`src/rtl/mtr_drv.sv`:
```
// Dual H-bridge PWM driver: 2048-clock period, duty/direction shadowed at the
// period wrap, dead-time blanking after every direction reversal.

module mtr_drv_side #(
  parameter int DEAD_CYC = 64
) (
  input  logic        clk,
  input  logic        rst,
  input  logic [10:0] i_cnt,
  input  logic        i_load,
  input  logic [10:0] i_spd,
  input  logic        i_rev,
  output logic        o_frwrd,
  output logic        o_rev
);

  typedef enum logic {DRIVE = 1'b0, DEAD = 1'b1} state_t;

  localparam logic [10:0] DEAD_LD = 11'(DEAD_CYC);

  state_t      r_state;
  state_t      w_nxt_state;
  logic [10:0] r_dead_cnt;
  logic [10:0] w_nxt_dead_cnt;
  logic [10:0] r_spd_q;
  logic        r_rev_q;
  logic        r_frwrd;
  logic        r_rev;
  logic        w_blank_req;
  logic        w_raw;
  logic        w_drive;

  // Reversal is judged against the direction still held in the shadow register.
  assign w_blank_req = i_load && (i_rev != r_rev_q) && (DEAD_LD != 11'd0);
  assign w_raw       = (i_cnt < r_spd_q);
  assign w_drive     = (r_state == DRIVE);

  always_ff @(posedge clk or posedge rst) begin
    if (rst) begin
      r_state    <= DRIVE;
      r_dead_cnt <= 11'd0;
    end else begin
      r_state    <= w_nxt_state;
      r_dead_cnt <= w_nxt_dead_cnt;
    end
  end

  always_comb begin
    w_nxt_state    = r_state;
    w_nxt_dead_cnt = r_dead_cnt;
    if (w_blank_req) begin
      w_nxt_state    = DEAD;
      w_nxt_dead_cnt = DEAD_LD;
    end else begin
      case (r_state)
        DRIVE: begin
          w_nxt_state    = DRIVE;
          w_nxt_dead_cnt = 11'd0;
        end
        DEAD: begin
          if (r_dead_cnt <= 11'd1) begin
            w_nxt_state    = DRIVE;
            w_nxt_dead_cnt = 11'd0;
          end else begin
            w_nxt_state    = DEAD;
            w_nxt_dead_cnt = r_dead_cnt - 11'd1;
          end
        end
        default: begin
          w_nxt_state    = DRIVE;
          w_nxt_dead_cnt = 11'd0;
        end
      endcase
    end
  end

  always_ff @(posedge clk or posedge rst) begin
    if (rst) begin
      r_spd_q <= 11'd0;
      r_rev_q <= 1'b0;
      r_frwrd <= 1'b0;
      r_rev   <= 1'b0;
    end else begin
      if (i_load) begin
        r_spd_q <= i_spd;
        r_rev_q <= i_rev;
      end
      r_frwrd <= w_raw & ~r_rev_q & w_drive;
      r_rev   <= w_raw &  r_rev_q & w_drive;
    end
  end

  assign o_frwrd = r_frwrd;
  assign o_rev   = r_rev;

endmodule

module mtr_drv #(
  parameter int DEAD_CYC = 64
) (
  input  logic        clk,
  input  logic        rst,
  input  logic [10:0] lft_spd,
  input  logic        lft_rev,
  input  logic [10:0] rght_spd,
  input  logic        rght_rev,
  output logic        PWM_frwrd_lft,
  output logic        PWM_rev_lft,
  output logic        PWM_frwrd_rght,
  output logic        PWM_rev_rght,
  output logic        pwm_sync
);

  logic [10:0] r_cnt;
  logic        r_sync;
  logic        w_load;

  assign w_load = (r_cnt == 11'd2047);

  // Sync is registered alongside the gates so it lines up with the cnt == 0 outputs.
  always_ff @(posedge clk or posedge rst) begin
    if (rst) begin
      r_cnt  <= 11'd0;
      r_sync <= 1'b0;
    end else begin
      r_cnt  <= r_cnt + 11'd1;
      r_sync <= (r_cnt == 11'd0);
    end
  end

  assign pwm_sync = r_sync;

  mtr_drv_side #(.DEAD_CYC(DEAD_CYC)) u_lft (
    .clk     (clk),
    .rst     (rst),
    .i_cnt   (r_cnt),
    .i_load  (w_load),
    .i_spd   (lft_spd),
    .i_rev   (lft_rev),
    .o_frwrd (PWM_frwrd_lft),
    .o_rev   (PWM_rev_lft)
  );

  mtr_drv_side #(.DEAD_CYC(DEAD_CYC)) u_rght (
    .clk     (clk),
    .rst     (rst),
    .i_cnt   (r_cnt),
    .i_load  (w_load),
    .i_spd   (rght_spd),
    .i_rev   (rght_rev),
    .o_frwrd (PWM_frwrd_rght),
    .o_rev   (PWM_rev_rght)
  );

endmodule

```
`config.mk`:
```
export PLATFORM = sky130hd
export DESIGN_NAME = mtr_drv
export DESIGN_NICKNAME = d
export VERILOG_FILES = /design/src/rtl/mtr_drv.sv
export SDC_FILE = /design/constraint.sdc
export NUM_CORES = 1
export LEC_CHECK = 0
export BUFFER_PORTS_ARGS = -buffer_cell sky130_fd_sc_hd__buf_2
export CAP_MARGIN = 20
export CORE_MARGIN = 2
export CORE_UTILIZATION = 60
export CTS_BUF_LIST = sky130_fd_sc_hd__clkbuf_16
export CTS_CLUSTER_SIZE = 24
export DETAILED_ROUTE_END_ITERATION = 6
export GPL_TIMING_DRIVEN = 0
export PLACE_DENSITY_LB_ADDON = 0.3
export SLEW_MARGIN = 20
export SYNTH_ARGS = -nofsm -noshare
export SYNTH_HDL_FRONTEND = slang
export SYNTH_HIERARCHICAL = 1
export SYNTH_SLANG_ARGS = --single-unit
```
`constraint.sdc`:
```
create_clock -name clk -period 2.55 [get_ports clk]
set_input_delay 0.255 -clock clk [delete_from_list [all_inputs] [get_ports clk]]
set_output_delay 0.255 -clock clk [all_outputs]
set_load 0.02 [all_outputs]
```
==> results.md, run 1 <==
Finish:
- Leaving out filler cells and counting taps, the final layout contains ~430.
- After routing the design area is between 0.003 and 0.004 mm².
- The most common cell after layout, fill and taps aside is sky130_fd_sc_hd__dfrtp_1.
- The number of inserted diodes is 0.
- The area overhead of the layout relative to synthesis is 19.2%.
- After the last flow step, the layout net total stands at just over 400.
- The share of post-route cells with drive strength above 1 is 0.160.
- The final standard cell utilization of the core is 0.742.
- Leaving out fill and tap cells, the most frequent cells in the layout are sky130_fd_sc_hd__dfrtp_1, sky130_fd_sc_hd__inv_1, sky130_fd_sc_hd__nand2_1.
- The filler cells instantiated in the layout total between 300 and 400.

Run:
- Max-cap violations in this run came to 0.

STA:
- The number of setup violations in the final report is 0.
- The achievable frequency is approximately 0.48 GHz.
- The worst clock skew is 0.00606 ns.
- For the pin with the worst max-slew slack, the measured transition is 0.483 ns.
- The max-slew violation count is 0.
- The final count of hold timing violations was 0.
- The share of the clock period used by the worst path is 0.825.
- Setup repair after global routing left no endpoint under its margin.
- Setup total negative slack on the finished layout was measured at 0 ns.
- The worst path in the final design needs a cycle of 2.10 ns, including I/O delays and setup.
- Measured against its own limit, the worst slew margin works out to 0.675.

Min path:
- The worst hold-check path type is primary input to register.

Clock tree:
- Clock-pin slew was measured on the worst setup and hold paths at 0.05 ns.
- The maximum root-to-sink buffer count is 2.
- The clock sink count is 64.
- The clock network latency to the later pin of the worst-skew pair is approximately 0.32 ns.
- The total setup buffers inserted after CTS is 0.
- The cell at the root of the clock tree is sky130_fd_sc_hd__clkbuf_16.
- The number of CTS-inserted buffers is 9.
- The TritonCTS clock tree is built.
- The maximum level of the CTS H-tree is 3.

Floorplanning:
- The area enclosed by the die boundary is between 0.005 and 0.006 mm².
- The region available for standard cell placement spans approximately 0.0051 mm².
- The effective utilization at floorplan is 0.623.
- The chip height is 76.8 µm.
- The die outline width is 76.8 µm.
- 31 I/O pins were placed.
- After floorplanning, the core was divided into 26 placement rows.

Placed design:
- After detailed placement, the total cell area comes to 0.00342 mm².
- The routability congestion estimate is about 0.8.
- In this run, placement finished with an instance count of 408.
- Input and output buffers added on the ports amount to 30.
- The total half-perimeter wirelength after legalization and detailed placement is 4.10 mm.

Logic synthesis:
- The synthesized-area fraction occupied by ao, oa, aoi and oai cells is 0.0740.
- Of the total synthesized cell area, the portion taken by full adders, half adders and majority gates is 0.102.
- The proportion of synthesized area in mux cells is 0.0142.
- The fraction of the mapped netlist area in simple logic gates is 0.187.
- The cell area that synthesis handed to floorplanning was approximately 0.0032 mm².
- The number of nets in the synthesized netlist is 360.
- Of the total synthesized cell area, the portion taken by XOR and XNOR cells is 0.0744.
- The count of distinct cell types in the synthesized netlist is 29.
- During synthesis, Yosys emitted a total of 6 warnings.
- The sequential element share of the synthesized area is 0.504.
- The main combinational cell family by area after synthesis is simple AND/OR/NAND/NOR gates.
- A synthesized cell averages 10.3 µm².
- The number of storage elements in the synthesis netlist is between 60 and 70.
- Synthesis handed over a netlist of 308 instances.

Power and ir drop:
- Of the total power, the clock network draws 0.536.
- The power density over the cells is approximately 610 mW/mm².
- The worst ir drop on vdd is 0.421 mV.
- The post-layout total power is around 2.3 mW.
- Of the total power, the share spent switching nets is 0.185.
- In this run the power spent charging and discharging nets is between 0.4 and 0.5 mW.
- Internal power comes to 1.88 mW.
- The combinational power share is 0.023.
- The sequential share of power is 0.442.
- The leakage power is around 1.9 nW.

Detailed routing:
- The wire length per cell is around 14 µm.
- The pre-antenna-repair detailed-routing pass consisted of 4 iterations.
- After detailed routing, the number of remaining DRC violations is 0.
- For this block, the initial DRC count from the detailed router was 89.
- Dividing the detail-routed via count by the number of cells gives roughly 5.4.
- Summed over all layers, the routed wires come to between 6 and 7 mm.
- The total number of vias is roughly 2300.
- The count of nets left with antenna violations once routing finished came out at 0.

Setup path:
- Walking the worst path, the cells encountered are ha_1, nand4_2, nor2_2, clkbuf_1, o21ai_0.
- The classification of the worst setup path is register to register.
- The required time of the worst setup path is 2.72 ns.
- The library cell contributing the largest single delay on the critical path is sky130_fd_sc_hd__dfrtp_1.
- Data on the critical path arrives at its endpoint at approximately 2.3 ns.
- The cell family contributing the most delay on the critical path is simple AND/OR/NAND/NOR gates.
- The critical-path maximum fanout is 10.
- The capturing element type of the critical path is a register.
- The largest stage delay on the critical path is about 0.48 ns.
- The kind of start point of the critical path is a register.
- The number of buffers and inverters on the critical path is 1.

Global routing:
- The number of antenna violations at the first check in global routing is 0.
- The wire length of the first global-routing pass is 10.4 mm.
- The total overflow left after global routing is 0.
- Entering global routing, the biggest net connects 27 pins.
- The via count of the first global-routing pass was 2321.
- Across every metal layer, demand over resource in global routing totals 0.225.

Status:
- The flow ran to the end, and the final reports show no timing, DRC or antenna violations.
-- layer usage --
layer,track usage,vias to the layer above,share of wire
li1,-,1137,-
met1,0.268,1125,0.44
met2,0.390,31,0.52
met3,0.0659,4,0.032
met4,0.0745,0,0.0080
met5,0,-,0
-- through the flow --
stage	worst slack, ns	hold slack [ns]
final	0.446	0.139
after detailed placement	0.274	0.313
after CTS	0.236	0.136
after global placement	0.351	0.306
after floorplan	0.800	0.120
after global routing	0.164	0.141
-- tightest hold or removal path, cell delays in order --
cell and delay, ns:
sky130_fd_sc_hd__buf_2 0.07, sky130_fd_sc_hd__nand2_1 0.04, sky130_fd_sc_hd__o21ai_0 0.05
-- power groups by stage --
| stage | logic (mW) | registers, mW | clock network [mW] |
|---|---|---|---|
| floorplan | 0.0162 | 1.03 | 0 |
| CTS | 0.0431 | 1.02 | 1.25 |
| detailed placement | 0.0415 | 1.03 | 0 |
| finish | 0.0518 | 1.02 | 1.23 |
| global placement | 0.0409 | 1.03 | 0 |
| global route | 0.0598 | 1.02 | 1.31 |
-- cell families after synthesis --
group / after synthesis
DFF: 64
adders and majority gates: 26
muxes: 4
xor gates and xnor gates: 27
and+or+nand+nor: 109
buffers and inverters: 38
AOI/OAI and AO/OA: 40
-- registers in the layout, summed over array words and instances (netlist names), 11 cells and up --
register,flops
u_rght/r_dead_cnt,11
r_cnt,11
u_rght/r_spd_q,11
u_lft/r_spd_q,11
u_lft/r_dead_cnt,11
-- worst paths after layout --
path                       slack, ns              from                end  cells after the start
max in group asynchronous       1.68               rst          r_cnt[10]                      3
max reg2reg                     0.45          r_cnt[1]   u_lft/r_spd_q[8]                      5
min                             0.14       rght_spd[3]  u_rght/r_spd_q[3]                      3
min in group asynchronous       0.44               rst   u_lft/r_spd_q[9]                      3
min reg2reg                     0.51  u_lft/r_spd_q[0]   u_lft/r_spd_q[0]                      1
max                             0.45          r_cnt[1]   u_lft/r_spd_q[8]                      5
-- cells in the mapped netlist (all sizes together) --
cell type / count / area [µm²]
o21ai: 22 / 110
xnor2: 16 / 140
a21o: 2 / 15.0
and3: 2 / 13.8
dfrtp: 64 / 1600
a211oi: 2 / 15.0
o2111ai: 2 / 30.0
nand4b: 2 / 17.5
and4: 1 / 11.3
nor3: 2 / 10.0
mux2: 4 / 45.0
nand4: 10 / 68.8
nand2b: 6 / 37.5
xor2: 11 / 96.3
nor4b: 2 / 17.5
nor4: 10 / 92.6
nand2: 31 / 116
nand3: 13 / 90.1
o211ai: 2 / 15.0
nor2: 29 / 109
inv: 34 / 128
ha: 26 / 325
a21oi: 10 / 50.1
clkbuf: 4 / 15.0
and4b: 1 / 10.0
-- final cells by class --
cell class	count	area, µm²	share of cell area
buffer	4	15.0	0.00396
clock buffer	9	225	0.0594
clock inverter	7	78.8	0.0208
inverter	34	128	0.0337
multi-input combinational	206	1440	0.380
sequential	64	1600	0.423
tap	70	87.6	0.0231
timing repair buffer	33	215	0.0568
-- what timing repair did --
item | in CTS | in global routing
hold buffers | 1 | 0
endpoints found under the setup margin | 0 | 5
hold endpoints to repair | 12 | 0
resized for setup | 0 | 1
Power figures use the tool's default switching activity.
==> run 2: changes to the inputs <==
--- a/config.mk
+++ b/config.mk
@@ -5,10 +5,11 @@
 export SDC_FILE = /design/constraint.sdc
 export NUM_CORES = 1
 export LEC_CHECK = 0
+export ABC_AREA = 1
 export BUFFER_PORTS_ARGS = -buffer_cell sky130_fd_sc_hd__buf_2
 export CAP_MARGIN = 20
 export CORE_MARGIN = 2
-export CORE_UTILIZATION = 60
+export CORE_UTILIZATION = 54
 export CTS_BUF_LIST = sky130_fd_sc_hd__clkbuf_16
 export CTS_CLUSTER_SIZE = 24
 export DETAILED_ROUTE_END_ITERATION = 6
==> constraint.sdc (replaced) <==
create_clock -name clk -period 1.9 [get_ports clk]
set_input_delay 0.19 -clock clk [delete_from_list [all_inputs] [get_ports clk]]
set_output_delay 0.19 -clock clk [all_outputs]
set_load 0.02 [all_outputs]
==> run 2 against run 1 <==
Net effect: sequential share of layout area down 3.1 points; area after synthesis grew 8.4%; critical endpoint is now u_lft/r_spd_q[7]; core utilization shrank 8.9 points; highest routed layer unchanged; global-route usage down 1.4 points; wire length is 12% higher; largest power group unchanged; cell count up 29%; count of clock-buffer cells in the layout unchanged; flip-flop and latch count unchanged.
==> results.md, run 2 <==
Setup path:
- The capturing element type of the critical path is a register.
- The kind of start point of the critical path is a register.
- The critical-path maximum fanout is 5 (-5).
- The data arrival time of the worst path is 1.95 ns (-0.33 ns).
- The required time of the worst setup path came to 2.10 ns (-0.62 ns).
- The classification of the worst setup path is register to register.

Finish:
- Leaving out fill and tap cells, the most frequent cell in the layout is sky130_fd_sc_hd__nand2_1.
- The post-route non-filler standard cell count was 549 (+29%).
- The summed area of non-filler cells in the final layout is 0.00410 mm² (+8.2%).
- The area overhead of the layout relative to synthesis is 19.0%.
- The number of inserted diodes came to 0 (unchanged).
- The share of post-route cells with drive strength above 1 is 0.167 (+0.00771).
- The final standard cell utilization of the core is 0.653 (-0.0887).
- The number of nets in the layout is 519 (+28%).
- Leaving out fill and tap cells, the most frequent cells in the layout are sky130_fd_sc_hd__nand2_1, sky130_fd_sc_hd__dfrtp_1, sky130_fd_sc_hd__inv_1.

Clock tree:
- The tree is rooted in a sky130_fd_sc_hd__clkbuf_16.
- The maximum root-to-sink buffer count came to 2 (unchanged).
- The maximum level of the CTS H-tree is 3 (unchanged).
- The clock network latency to the later pin of the worst-skew pair is 0.33 ns (about the same).
- The number of CTS-inserted buffers is 9 (unchanged).
- The TritonCTS clock tree is built.
- The clock sink count was 64 (unchanged).
- The CTS clock-pin slew for the worst setup and hold paths was 0.05 ns (about the same).

Logic synthesis:
- Ranked by total cell area, the synthesized netlist is headed by sky130_fd_sc_hd__dfrtp_1, sky130_fd_sc_hd__nand2_1, sky130_fd_sc_hd__ha_1, sky130_fd_sc_hd__inv_1, sky130_fd_sc_hd__nor2_1.
- After synthesis, the most frequently instantiated cells are sky130_fd_sc_hd__nand2_1, sky130_fd_sc_hd__dfrtp_1, sky130_fd_sc_hd__inv_1.
- The synthesized area per cell was 8.27 µm² (-20%).
- The number of enable flip-flop cells after synthesis is 0 (unchanged).
- The synthesized instance count came to 417 (+35%).
- The number of warning messages in the yosys log is 6 (unchanged).
- The total standard cell area after synthesis is 0.00345 mm² (+8.4%).
- The xor/xnor share of the synthesized area was 0.0432 (-0.0312).
- The fraction of the mapped netlist area in simple logic gates is 0.272 (+0.0846).
- The number of storage elements in the synthesis netlist is 64 (unchanged).
- The count of distinct cell types in the synthesized netlist is 19 (-34%).
- The synthesized-area fraction occupied by ao, oa, aoi and oai cells is 0.0566 (-0.0173).
- The async set or reset register ratio after synthesis is 1.00 (unchanged).
- The sequential element share of the synthesized area is 0.465 (-0.0389).
- The share of synthesized cell area in full adder, half adder and majority cells is 0.0944 (-0.00791).
- The proportion of synthesized area in mux cells is 0 (-0.0142).
- The share of Yosys cell area claimed by the top area cell type was 0.465 (-0.0389).
- In the synthesized netlist the dominant register cell turns out to be sky130_fd_sc_hd__dfrtp_1.
- The number of nets in the synthesized netlist is 469 (+30%).
- Of all cell types, the one taking the most synthesized area is sky130_fd_sc_hd__dfrtp_1.
- sky130_fd_sc_hd__nand2_1 is the most common cell in the netlist.
- By area, the combinational part of the netlist is dominated by simple AND/OR/NAND/NOR gates.

Detailed routing:
- The wire length per cell was 12.2 µm (-13%).
- The final antenna-violating net count is 0 (unchanged).
- The first-pass detailed-route iteration total is 4 (unchanged).
- The aggregate routed wire length was 6.72 mm (+12%).
- The post-route DRC violation count is 0 (unchanged).
- The total number of vias is 2759 (+20%).
- The detailed-route vias per instance is 5.03 (-6.6%).
- The starting DRC count in detailed routing came to 92 (+3.4%).

Floorplanning:
- The row count is 29 (+12%).
- The die outline width is 83.9 µm (+9.2%).
- The core area is 0.00628 mm² (+23%).
- The area enclosed by the die boundary is 0.00704 mm² (+19%).
- The effective utilization at floorplan is 0.549 (-0.0736).
- The chip height is 83.9 µm (+9.2%).
- The number of top-level pins is 31 (unchanged).

Global routing:
- The global routing usage summed across all routing layers is 0.211 (-0.0137).
- The number of antenna violations at the first check in global routing is 0 (unchanged).
- The met1 routing resource usage after global routing is 0.255 (-0.0133).
- The routing usage on met2 is 0.369 (-0.0216).
- The total global routing overflow is 0 (unchanged).
- The maximum number of pins on one net before global-route repair was 27 (unchanged).
- The global routing's busiest layer is met2.
- The wire length of the first global-routing pass is 12.0 mm (+16%).
- The met3 routing resource usage after global routing is 0.0544 (-0.0115).
- The via count of the first global-routing pass was 2772 (+19%).

STA:
- The max-slew violation count came to 0 (unchanged).
- The share of the clock period used by the worst path is 0.921 (+0.0958).
- The worst clock skew is 0.00387 ns (-0.00219 ns).
- Setup repair after global routing left no endpoint under its margin.
- The worst slew margin relative to its limit is 0.668 (-0.00704).
- The number of setup violations in the final report is 0 (unchanged).
- The total negative slack for setup checks is 0 ns (unchanged).
- The actual slew at the worst max-slew pin was 0.498 ns (+0.0145 ns).
- The final count of hold timing violations came to 0 (unchanged).
- The final-layout worst hold slack is 0.0702 ns (-0.0692 ns).
- The achievable frequency is 0.572 GHz (+20%).
- The minimum period implied by the final worst setup slack came to 1.75 ns (-0.354 ns).

Min path:
- The worst hold-check path type is primary input to register.

Run:
- The total of max-cap violations is 0 (unchanged).

Placed design:
- The total half-perimeter wirelength after legalization and detailed placement is 4.73 mm (+15%).
- The post-placement cell area is 0.00369 mm² (+8.1%).
- The routability congestion estimate came to 0.834 (+4.5%).
- The total of buffers placed on input and output ports is 30 (unchanged).
- The cell total after placement came to 524 (+28%).

Power and ir drop:
- The worst ir drop on vdd is 0.619 mV (+47%).
- The leakage power came to 2.17 nW (+13%).
- The power density over the cells is 725 mW/mm² (+19%).

Status:
- The flow ran to the end, and the final reports show no timing, DRC or antenna violations.
[run 2: path summary, 6_finish.rpt]
path                                      startpoint                    to  slack, ns  cells after the start
worst max register to register              r_cnt[0]      u_lft/r_spd_q[7]       0.15                      8
min in group asynchronous                        rst  u_rght/r_dead_cnt[4]       0.36                      3
worst min-delay path                     rght_spd[0]     u_rght/r_spd_q[0]       0.07                      3
max in group asynchronous                        rst              r_cnt[1]       1.07                      3
worst max-delay path                        r_cnt[0]      u_lft/r_spd_q[7]       0.15                      8
worst min register to register  u_rght/r_dead_cnt[0]  u_rght/r_dead_cnt[0]       0.51                      1
[run 2: timing repair]
action                     4_1_cts  5_1_grt
cloned                           0        1
resized for setup                6        6
buffers inserted                 3        2
pin swaps                        1        1
hold endpoints to repair        12        0
setup endpoints to repair       48       44
hold buffers                     1        0
[run 2: per-layer routing]
layer	share of wire	vias up	routed length [µm]
met4	0.018	0	123
met1	0.43	1290	2920
li1	-	1411	-
met2	0.51	47	3430
met3	0.037	11	248
met5	0	-	0
[run 2: logic make-up after synthesis]
family,Yosys count
buffers and inverters,64
XOR/XNOR,17
AND/OR/NAND/NOR,208
flip-flops,64
adder cells (fa/ha/maj),26
AO/OA/AOI/OAI,38
[run 2: power breakdown]
group | leakage [nW] | total (mW) | internal [mW] | switching, mW
Clock | 0.141 | 1.54 | 0.988 | 0.550
Combinational | 1.32 | 0.0698 | 0.0318 | 0.0380
Sequential | 0.701 | 1.37 | 1.37 | 0
Total | 2.17 | 2.97 | 2.38 | 0.588
[run 2: critical path: stages, from the launching register on]
cell and delay [ns]:
sky130_fd_sc_hd__dfrtp_2 0.41, sky130_fd_sc_hd__ha_1 0.21, sky130_fd_sc_hd__nand3_2 0.13, sky130_fd_sc_hd__nor2_4 0.16, sky130_fd_sc_hd__nand2_2 0.11, sky130_fd_sc_hd__nor2_2 0.25, sky130_fd_sc_hd__buf_4 0.16, sky130_fd_sc_hd__buf_4 0.10
sky130_fd_sc_hd__o21ai_0 0.08
[run 2: area by class of cell]
type                    instances  area (µm²)
fillers                       542        2180
flip-flops and latches         64        1600
inverters                      60         225
well taps                      77        96.3
clock buffers                   9         225
clock inverters                 7        53.8
multi-input cells             290        1620
plain buffers                   4        25.0
repair buffers                 38         253
[run 2: metrics by stage]
step | total power [mW] | setup slack [ns]
2_1_floorplan | 1.41 | 0.0544
3_3_place_gp | 1.44 | -0.401
3_5_place_dp | 1.44 | -0.490
4_1_cts | 3.00 | 0.0111
5_1_grt | 3.07 | 0.00150
6_report | 2.97 | 0.150
